===== src/rtl/frame_checker_fifo_if.sv =====
// Frame-checker bus: raw receive frames in, checked words and error statistics out.
// The slave modport is the checker's view; the master modport is the producer/consumer side.
interface frame_checker_fifo_if #(
    parameter int DATA_W      = 8,
    parameter int PARITY_MODE = 1,
    parameter int STOP_BITS   = 1,
    parameter int FIFO_DEPTH  = 4,
    parameter int CNT_W       = 8
);
    localparam int FRAME_W = 1 + DATA_W + ((PARITY_MODE != 0) ? 1 : 0) + STOP_BITS;
    localparam int OCC_W   = $clog2(FIFO_DEPTH) + 1;

    logic [FRAME_W-1:0] frame_in;
    logic               frame_valid;
    logic [DATA_W-1:0]  data_out;
    logic               data_perr;
    logic               data_ferr;
    logic               data_valid;
    logic               data_ready;
    logic [OCC_W-1:0]   fifo_count;
    logic               overrun;
    logic [CNT_W-1:0]   parity_err_cnt;
    logic [CNT_W-1:0]   frame_err_cnt;
    logic [CNT_W-1:0]   overrun_cnt;
    logic               clr_stats;

    modport slave (
        input  frame_in, frame_valid, data_ready, clr_stats,
        output data_out, data_perr, data_ferr, data_valid, fifo_count,
               overrun, parity_err_cnt, frame_err_cnt, overrun_cnt
    );

    modport master (
        output frame_in, frame_valid, data_ready, clr_stats,
        input  data_out, data_perr, data_ferr, data_valid, fifo_count,
               overrun, parity_err_cnt, frame_err_cnt, overrun_cnt
    );
endinterface


===== src/rtl/frame_checker_fifo.sv =====
// UART frame checker: validates start/stop/parity, buffers words in a first-word-fall-through
// FIFO and keeps saturating error statistics with a sticky overrun flag.
module frame_checker_fifo #(
    parameter int DATA_W      = 8,
    parameter int PARITY_MODE = 1,
    parameter int STOP_BITS   = 1,
    parameter int FIFO_DEPTH  = 4,
    parameter int DROP_BAD    = 0,
    parameter int CNT_W       = 8
) (
    input logic               clk,
    input logic               rst,
    frame_checker_fifo_if.slave bus
);
    localparam int PAR_W   = (PARITY_MODE != 0) ? 1 : 0;
    localparam int FRAME_W = 1 + DATA_W + PAR_W + STOP_BITS;
    localparam int PTR_W   = $clog2(FIFO_DEPTH);
    localparam int OCC_W   = PTR_W + 1;
    localparam int ENTRY_W = DATA_W + 2;
    localparam logic [OCC_W-1:0] FULL_CNT = OCC_W'(FIFO_DEPTH);
    localparam bit DROP_EN = (DROP_BAD != 0);

    if (DATA_W < 5 || DATA_W > 9) begin : g_bad_data_w
        $error("frame_checker_fifo: DATA_W must be 5..9");
    end
    if (PARITY_MODE < 0 || PARITY_MODE > 2) begin : g_bad_parity
        $error("frame_checker_fifo: PARITY_MODE must be 0, 1 or 2");
    end
    if (STOP_BITS < 1 || STOP_BITS > 2) begin : g_bad_stop
        $error("frame_checker_fifo: STOP_BITS must be 1 or 2");
    end
    if (FIFO_DEPTH < 2 || (FIFO_DEPTH & (FIFO_DEPTH - 1)) != 0) begin : g_bad_depth
        $error("frame_checker_fifo: FIFO_DEPTH must be a power of two >= 2");
    end

    function automatic logic [CNT_W-1:0] sat_inc(input logic [CNT_W-1:0] v);
        return (&v) ? v : v + 1'b1;
    endfunction

    // Stage p0: combinational frame decode
    logic [DATA_W-1:0] data_p0;
    logic              par_bad_p0;
    logic              perr_p0;
    logic              ferr_p0;

    always_comb begin
        data_p0 = '0;
        for (int i = 0; i < DATA_W; i++) begin
            data_p0[i] = bus.frame_in[FRAME_W-2-i];
        end
        case (PARITY_MODE)
            1:       par_bad_p0 = bus.frame_in[STOP_BITS] != (^data_p0);
            2:       par_bad_p0 = bus.frame_in[STOP_BITS] != (~^data_p0);
            default: par_bad_p0 = 1'b0;
        endcase
        ferr_p0 = bus.frame_in[FRAME_W-1] || !(&bus.frame_in[STOP_BITS-1:0]);
        perr_p0 = par_bad_p0 && !ferr_p0;
    end

    // Stage p1: registered check result
    logic              vld_p1;
    logic [DATA_W-1:0] data_p1;
    logic              perr_p1;
    logic              ferr_p1;

    always_ff @(posedge clk or negedge rst) begin
        if (!rst) vld_p1 <= 1'b0;
        else      vld_p1 <= bus.frame_valid;
    end

    always_ff @(posedge clk) begin
        if (bus.frame_valid) begin
            data_p1 <= data_p0;
            perr_p1 <= perr_p0;
            ferr_p1 <= ferr_p0;
        end
    end

    // Stage p2: FIFO write, pop and statistics
    logic [ENTRY_W-1:0] mem [FIFO_DEPTH];
    logic [PTR_W-1:0]   wr_ptr;
    logic [PTR_W-1:0]   rd_ptr;
    logic [OCC_W-1:0]   count;
    logic               bad_p1;
    logic [DATA_W-1:0]  wdata_p1;
    logic               pop;
    logic               full;
    logic               drop;
    logic               push;
    logic               lost;

    assign bad_p1   = perr_p1 | ferr_p1;
    assign wdata_p1 = bad_p1 ? {DATA_W{1'b0}} : data_p1;
    assign pop      = (count != '0) && bus.data_ready;
    assign full     = (count == FULL_CNT);
    assign drop     = vld_p1 && DROP_EN && bad_p1;
    assign push     = vld_p1 && !drop && (!full || pop);
    assign lost     = vld_p1 && !drop && full && !pop;

    always_ff @(posedge clk) begin
        if (push) mem[wr_ptr] <= {wdata_p1, perr_p1, ferr_p1};
    end

    always_ff @(posedge clk or negedge rst) begin
        if (!rst) begin
            wr_ptr <= '0;
            rd_ptr <= '0;
            count  <= '0;
        end else begin
            if (push) wr_ptr <= wr_ptr + 1'b1;
            if (pop)  rd_ptr <= rd_ptr + 1'b1;
            case ({push, pop})
                2'b10:   count <= count + 1'b1;
                2'b01:   count <= count - 1'b1;
                default: count <= count;
            endcase
        end
    end

    logic [CNT_W-1:0] perr_cnt;
    logic [CNT_W-1:0] ferr_cnt;
    logic [CNT_W-1:0] ovr_cnt;
    logic             ovr_flag;

    always_ff @(posedge clk or negedge rst) begin
        if (!rst) begin
            perr_cnt <= '0;
            ferr_cnt <= '0;
            ovr_cnt  <= '0;
            ovr_flag <= 1'b0;
        end else if (bus.clr_stats) begin
            perr_cnt <= '0;
            ferr_cnt <= '0;
            ovr_cnt  <= '0;
            ovr_flag <= 1'b0;
        end else begin
            if (vld_p1 && perr_p1) perr_cnt <= sat_inc(perr_cnt);
            if (vld_p1 && ferr_p1) ferr_cnt <= sat_inc(ferr_cnt);
            if (lost) begin
                ovr_cnt  <= sat_inc(ovr_cnt);
                ovr_flag <= 1'b1;
            end
        end
    end

    logic [ENTRY_W-1:0] head;
    assign head = mem[rd_ptr];

    assign bus.data_valid     = (count != '0);
    assign bus.data_out       = bus.data_valid ? head[ENTRY_W-1:2] : {DATA_W{1'b0}};
    assign bus.data_perr      = bus.data_valid & head[1];
    assign bus.data_ferr      = bus.data_valid & head[0];
    assign bus.fifo_count     = count;
    assign bus.overrun        = ovr_flag;
    assign bus.parity_err_cnt = perr_cnt;
    assign bus.frame_err_cnt  = ferr_cnt;
    assign bus.overrun_cnt    = ovr_cnt;
endmodule


===== src/flat_wrapper.sv =====
// flat-port wrapper written by rule: the top's interface ports become plain ports
module frame_checker_fifo_flat 
#(
    parameter int DATA_W      = 8,
    parameter int PARITY_MODE = 1,
    parameter int STOP_BITS   = 1,
    parameter int FIFO_DEPTH  = 4,
    parameter int DROP_BAD    = 0,
    parameter int CNT_W       = 8
)
  (clk, rst, bus_frame_in, bus_frame_valid, bus_data_ready, bus_clr_stats, bus_data_out, bus_data_perr, bus_data_ferr, bus_data_valid, bus_fifo_count, bus_overrun, bus_parity_err_cnt, bus_frame_err_cnt, bus_overrun_cnt);
  frame_checker_fifo_if #(.DATA_W(DATA_W), .PARITY_MODE(PARITY_MODE), .STOP_BITS(STOP_BITS), .FIFO_DEPTH(FIFO_DEPTH), .CNT_W(CNT_W)) bus_i ();
  input logic clk;
  input logic rst;
  input wire logic [$bits(bus_i.frame_in)-1:0] bus_frame_in;
  input wire logic [$bits(bus_i.frame_valid)-1:0] bus_frame_valid;
  input wire logic [$bits(bus_i.data_ready)-1:0] bus_data_ready;
  input wire logic [$bits(bus_i.clr_stats)-1:0] bus_clr_stats;
  output wire logic [$bits(bus_i.data_out)-1:0] bus_data_out;
  output wire logic [$bits(bus_i.data_perr)-1:0] bus_data_perr;
  output wire logic [$bits(bus_i.data_ferr)-1:0] bus_data_ferr;
  output wire logic [$bits(bus_i.data_valid)-1:0] bus_data_valid;
  output wire logic [$bits(bus_i.fifo_count)-1:0] bus_fifo_count;
  output wire logic [$bits(bus_i.overrun)-1:0] bus_overrun;
  output wire logic [$bits(bus_i.parity_err_cnt)-1:0] bus_parity_err_cnt;
  output wire logic [$bits(bus_i.frame_err_cnt)-1:0] bus_frame_err_cnt;
  output wire logic [$bits(bus_i.overrun_cnt)-1:0] bus_overrun_cnt;
  assign bus_i.frame_in = bus_frame_in;
  assign bus_i.frame_valid = bus_frame_valid;
  assign bus_i.data_ready = bus_data_ready;
  assign bus_i.clr_stats = bus_clr_stats;
  assign bus_data_out = bus_i.data_out;
  assign bus_data_perr = bus_i.data_perr;
  assign bus_data_ferr = bus_i.data_ferr;
  assign bus_data_valid = bus_i.data_valid;
  assign bus_fifo_count = bus_i.fifo_count;
  assign bus_overrun = bus_i.overrun;
  assign bus_parity_err_cnt = bus_i.parity_err_cnt;
  assign bus_frame_err_cnt = bus_i.frame_err_cnt;
  assign bus_overrun_cnt = bus_i.overrun_cnt;
  frame_checker_fifo #(.DATA_W(DATA_W), .PARITY_MODE(PARITY_MODE), .STOP_BITS(STOP_BITS), .FIFO_DEPTH(FIFO_DEPTH), .DROP_BAD(DROP_BAD), .CNT_W(CNT_W)) u_core (.clk(clk), .rst(rst), .bus(bus_i));
endmodule

===== config.mk =====
export PLATFORM = sky130hd
export DESIGN_NAME = frame_checker_fifo_flat
export DESIGN_NICKNAME = d
export VERILOG_FILES = /design/src/rtl/frame_checker_fifo_if.sv /design/src/rtl/frame_checker_fifo.sv /design/src/flat_wrapper.sv
export SDC_FILE = /design/constraint.sdc
export NUM_CORES = 1
export LEC_CHECK = 0
export BUFFER_PORTS_ARGS = -buffer_cell sky130_fd_sc_hd__buf_2
export CORE_MARGIN = 5
export CORE_UTILIZATION = 56
export DETAILED_ROUTE_END_ITERATION = 6
export PLACE_DENSITY_LB_ADDON = 0.3
export SETUP_SLACK_MARGIN = 0.2
export SLEW_MARGIN = 15
export SYNTH_ARGS = -nofsm -noshare
export SYNTH_HDL_FRONTEND = slang
export SYNTH_SLANG_ARGS = --single-unit

===== constraint.sdc =====
create_clock -name clk -period 2.88 [get_ports clk]
set_input_delay 0.288 -clock clk [delete_from_list [all_inputs] [get_ports clk]]
set_output_delay 0.288 -clock clk [all_outputs]
set_load 0.005 [all_outputs]

### After elaboration in Yosys (flattened, before gate mapping)

Memories as Yosys holds them, arrays and structs flattened.
Cells that the tools add are included.

| storage, ports and cells | value |
|---|---|
| register bits | 43 |
| bits in writable memories | 40 |
| bits of input ports | 16 |
| logic and storage cells | 70 |
| memories kept | 1 |

| operators by class | value |
|---|---|
| add/sub/neg operators | 7 |
| eq/ne operators | 7 |
| multiplexer cells | 16 |
| bitwise operators | 3 |
| reduce and logical (&&, ||, !) cells | 25 |

Memory list:

| name | depth | width | rd ports | clocked after Yosys merged registers in | write ports | RTL line | RTL |
|---|---|---|---|---|---|---|---|
| u_core.mem | 4 | 10 | 1 | 0 | 1 | frame_checker_fifo.sv:80 | `logic [ENTRY_W-1:0] mem [FIFO_DEPTH];` |

Operator list:

| kind | number |
|---|---|
| $mux W8 | 11 |
| $add A8 B1 Y8 const B | 3 |
| $reduce_and A8 Y1 | 3 |
| $reduce_bool A2 Y1 | 4 |
| $reduce_xor A8 Y1 | 1 |
| $logic_and A1 B1 Y1 | 7 |
| $ne A2 B2 Y1 const B | 3 |
| $pmux W3 S2 | 1 |
| $reduce_and A2 Y1 | 3 |
| $add A2 B1 Y2 const B | 2 |
| $logic_not A1 Y1 | 4 |
| $mux W1 | 4 |
| $add A3 B1 Y3 const B | 1 |
| $eq A3 B3 Y1 const B | 1 |
| $reduce_bool A3 Y1 | 1 |
| $sub A3 B1 Y3 const B | 1 |
| $and A1 B1 Y1 | 2 |
| $eq A2 B1 Y1 const B | 1 |
| $eq A2 B2 Y1 const B | 1 |
| $logic_or A1 B1 Y1 | 2 |
| $ne A1 B1 Y1 | 1 |
| $or A1 B1 Y1 | 1 |

### Depth between registers and ports, before layout

| logic depth | value |
|---|---|
| word-level depth | 6 |
| mapped depth | 10 |
| gate-level depth less buffers | 9 |

### Worst setup path after synthesis

OpenSTA, ideal clock, no wires.

| path | value |
|---|---|
| path type | reg-to-reg |
| start | register u_core.count[0] (netlist: u_core.bus.fifo_count[0]) |
| end | register u_core.count[2] (netlist: u_core.bus.fifo_count[2]) |
| setup time | 79 ps |
| data arrival time | 2265 ps |
| required time | 2801 ps |
| slack | 536 ps |
| stages on the path, launching flop included | 11 |
| path buffers | 1 |
| clock period less this slack | 2344 ps |
| cell sequence | dfrtp_1 -> nor4b_4 -> and2b_2 -> clkbuf_1 -> inv_1 -> ha_1 -> inv_1 -> fa_1 -> xor2_1 -> nor2_1 -> xor2_1 |

| between the ends | value |
|---|---|
| word-level cells in the longest chain between the ends | 6 |

Ends and longest elaborated chain:

| element | RTL line | RTL |
|---|---|---|
| from (decl) | frame_checker_fifo.sv:83 | `logic [OCC_W-1:0] count;` |
| from (signal assigned) | frame_checker_fifo.sv:113 | `2'b10: count <= count + 1'b1;` |
| from (signal assigned) | frame_checker_fifo.sv:114 | `2'b01: count <= count - 1'b1;` |
| from (signal assigned) | frame_checker_fifo.sv:115 | `default: count <= count;` |
| $eq A3 B3 Y1 / $reduce_bool A3 Y1 (equally long branches) | frame_checker_fifo.sv:95, frame_checker_fifo.sv:94 |  |
| $logic_not A1 Y1 / $logic_and A1 B1 Y1 (equally long branches) | frame_checker_fifo.sv:97, frame_checker_fifo.sv:94 |  |
| $logic_or A1 B1 Y1 | frame_checker_fifo.sv:97 | `assign push = vld_p1 && !drop && (!full \|\| pop);` |
| $logic_and A1 B1 Y1 | frame_checker_fifo.sv:97 |  |
| $eq A2 B1 Y1 / $eq A2 B2 Y1 (equally long branches) | frame_checker_fifo.sv:112 | `case ({push, pop})` |
| $pmux W3 S2 / $reduce_bool A2 Y1 (equally long branches) | - |  |

Several ways; a longest one is shown, not always the timed one.
A chain may end at the register's enable or synchronous reset.

### Worst setup path in the final report

Ends and elaborated chain as after synthesis.

==> reports/results.tsv <==
metric	value	unit
slowest_delay	0.45	ns
peakVddDrop	0.586	mV
fmax	420	MHz
wire_per_inst	15.8	um
io_buffers	54	
postCtsHoldBufs	0	
worstRegToRegCells	9	
dr.first_iter.drc_count	132	
synthDistinctLibCells	40	
rsz0062_at_grt	false	
cts.htree.levels	3	
gr-total-overflow	0	
post_cts_resized	0	
crit_type	reg2reg	
antenna_left	0	
crit_path_cell_trace	nor4b_4 > and2b_2 > inv_1 > ha_1 > inv_1 > fa_1 > xor2_1 > nor2_1 > xor2_1	
placed_cells	384	
arrival	2.65	ns
hold_viol_final	0	
grt_usage	0.167	
ys.warnings.count	0	
powerDensity	763	nW/um^2
cts_inserted_buffers	9	
crit_fanout	8	
yosysTopAreaCell	edfxtp_1	
nNetsFinal	343	
start_kind	flip-flop	
async_reset_ff_frac	0.398	
synth_seq_area_share	0.633	
clkSinkCount	83	
synth_area_leaders	edfxtp_1 (41%), dfrtp_1 (22%), mux4_2 (6.1%), and2_1 (4.1%), xnor2_1 (3.1%)	
die_y	91.0	um
synth_top_cell_area_share	0.409	
die_x	91.0	um
grt_pass1_wl	11100	um
ios	55	
max_slew_margin	0.510	
cts_buffer_depth	2	
skew	0.0131	ns
routed_wl	6300	um
synth-main-ff-cell	edfxtp_1	
crit_required	3.15	ns
clkTransAtPathRegs	0.08	ns
period_minus_slack	2.38	ns
finalNonFillerCells	400	
drc	0	
grt_max_degree	34	
tightest_slew	0.735	ns
drive_above_1_share	0.266	
p_leak	1.74	nW
finalCritPeriodShare	0.826	
cp_num_buf_inv	2	
diodes	0	
finalMaxSlewViolations	0	
reg2reg_to	u_core.bus.fifo_count[2]$_DFFE_PN0P_	
layout_commonest_cell	buf_2	
reg2reg_slack	0.50	ns
synth_cells	260	
vias	2202	
core	6350	sq um
syn_to_final_growth	14.7	%
clockRootBuffer	clkbuf_8	
cp-end-kind	flip-flop	
setup-violations-final	0	
avgSynthCellArea	14.1	sq um
setup_tns	0	ns
hpwlAfterDp	4370	um
mostFrequentLayoutCells	buf_2 (54), edfxtp_1 (50), dfrtp_1 (33), and2_1 (24), nor2_1 (21)	
cpMaxStageDelayCell	dfrtp_1	
critPathTopFamily	simple AND/OR/NAND/NOR gates	
cts_tree	yes	
drv_cap	0	
run_status	complete, no violations	
initial_core_util	0.579	
antenna_found_initial	0	
viasPerCell	5.51	
cts_setup_buffers	0	
hp-class	in2async	
synth-seq-cells	83	
drt_pass1_iterations	4	
gp_congestion	0.766	
r2r_start	u_core.bus.fifo_count[0]$_DFFE_PN0P_	
clock_latency	0.34	ns
synth_nets	285	
first_global_vias	2308	
synth.cell_area	3670	sq um
synth_edf_count	50	
die_area	8280	sq um
rows	29	
==> per-stage QoR <==
| stage | util | power [mW] | worst slack (ns) | hold WS, ns | cell area (sq um) |
|---|---|---|---|---|---|
| after floorplan | - | 2.15 | 0.536 | -0.00759 | 3670 |
| after global placement | 0.633 | 2.40 | 0.561 | 0.394 | 4020 |
| after detailed placement | 0.633 | 2.43 | 0.496 | 0.409 | 4020 |
| after CTS | 0.664 | 3.27 | 0.475 | 0.0197 | 4210 |
| after global routing | 0.664 | 3.43 | 0.334 | 0.0525 | 4210 |
| final | 0.664 | 3.22 | 0.501 | 0.00141 | 4210 |
==> how the worst max path moves through the flow <==
stage,startpoint,end,cells past startpoint
3_3_place_gp,u_core.bus.fifo_count[0]$_DFFE_PN0P_,u_core.bus.fifo_count[2]$_DFFE_PN0P_,9
4_1_cts,u_core.bus.fifo_count[0]$_DFFE_PN0P_,u_core.bus.fifo_count[2]$_DFFE_PN0P_,9
2_1_floorplan,u_core.bus.fifo_count[0]$_DFFE_PN0P_,u_core.bus.fifo_count[2]$_DFFE_PN0P_,10
3_5_place_dp,u_core.bus.fifo_count[0]$_DFFE_PN0P_,u_core.bus.fifo_count[2]$_DFFE_PN0P_,9
6_report,u_core.bus.fifo_count[0]$_DFFE_PN0P_,u_core.bus.fifo_count[2]$_DFFE_PN0P_,9
5_1_grt,u_core.bus.fifo_count[0]$_DFFE_PN0P_,u_core.bus.fifo_count[2]$_DFFE_PN0P_,9
==> registers in the layout (all words and copies together) (netlist names) <==
register,flops
u_core.mem,40
u_core.bus.frame_err_cnt,8
u_core.bus.overrun_cnt,8
u_core.bus.parity_err_cnt,8
u_core.data_p1,8
u_core.bus.fifo_count,3
u_core.rd_ptr,2
u_core.wr_ptr,2
u_core.bus.overrun,1
u_core.ferr_p1,1
u_core.perr_p1,1
u_core.vld_p1,1
==> routing by layer <==
layer | up-vias | wire [um] | GRT usage
met3 | 8 | 248 | 0.0306
met5 | - | 0 | 0
li1 | 1071 | - | -
met1 | 1080 | 2930 | 0.233
met4 | 0 | 116 | 0.0831
met2 | 43 | 3010 | 0.253
==> synth_stat cells (3+ instances only) <==
master and number:
a211oi_1 3, or3_1 4, nand2_1 8, nand4_1 6, edfxtp_1 50, o21ai_0 7
or3_2 3, and3_1 3, xnor2_1 13, mux2i_1 4, dfrtp_1 33, mux4_2 10
nor2_1 21, xor2_1 10, a21oi_1 10, nand3_1 6, and2_1 24, ha_1 8
inv_1 7, clkbuf_1 6
==> final cells by class <==
| cell class | instances | area, sq um |
|---|---|---|
| flip-flops and latches | 83 | 2330 |
| fillers | 459 | 2140 |
| multi-input cells | 162 | 1290 |
| repair buffers | 55 | 278 |
| clock buffers | 9 | 124 |
| well taps | 77 | 96.3 |
| clock inverters | 7 | 73.8 |
| inverters | 7 | 26.3 |
==> where the power goes <==
group          internal (mW)  total [mW]  switching (mW)
Sequential              1.46        1.62           0.156
Combinational          0.426       0.767           0.341
Clock                  0.407       0.830           0.423
==> logic make-up (layout without fill, tap and decap cells) <==
group / Yosys count / count (layout) / synth area share
compound gates: 30 / 30 / 0.0538
xor+xnor: 24 / 24 / 0.0609
fa+ha+maj: 9 / 9 / 0.0327
buf+inv: 15 / 78 / 0.0160
flops: 83 / 83 / 0.633
mux: 14 / 14 / 0.0722
simple gates: 85 / 85 / 0.131
Note: power is estimated with default switching activity, not from simulation.
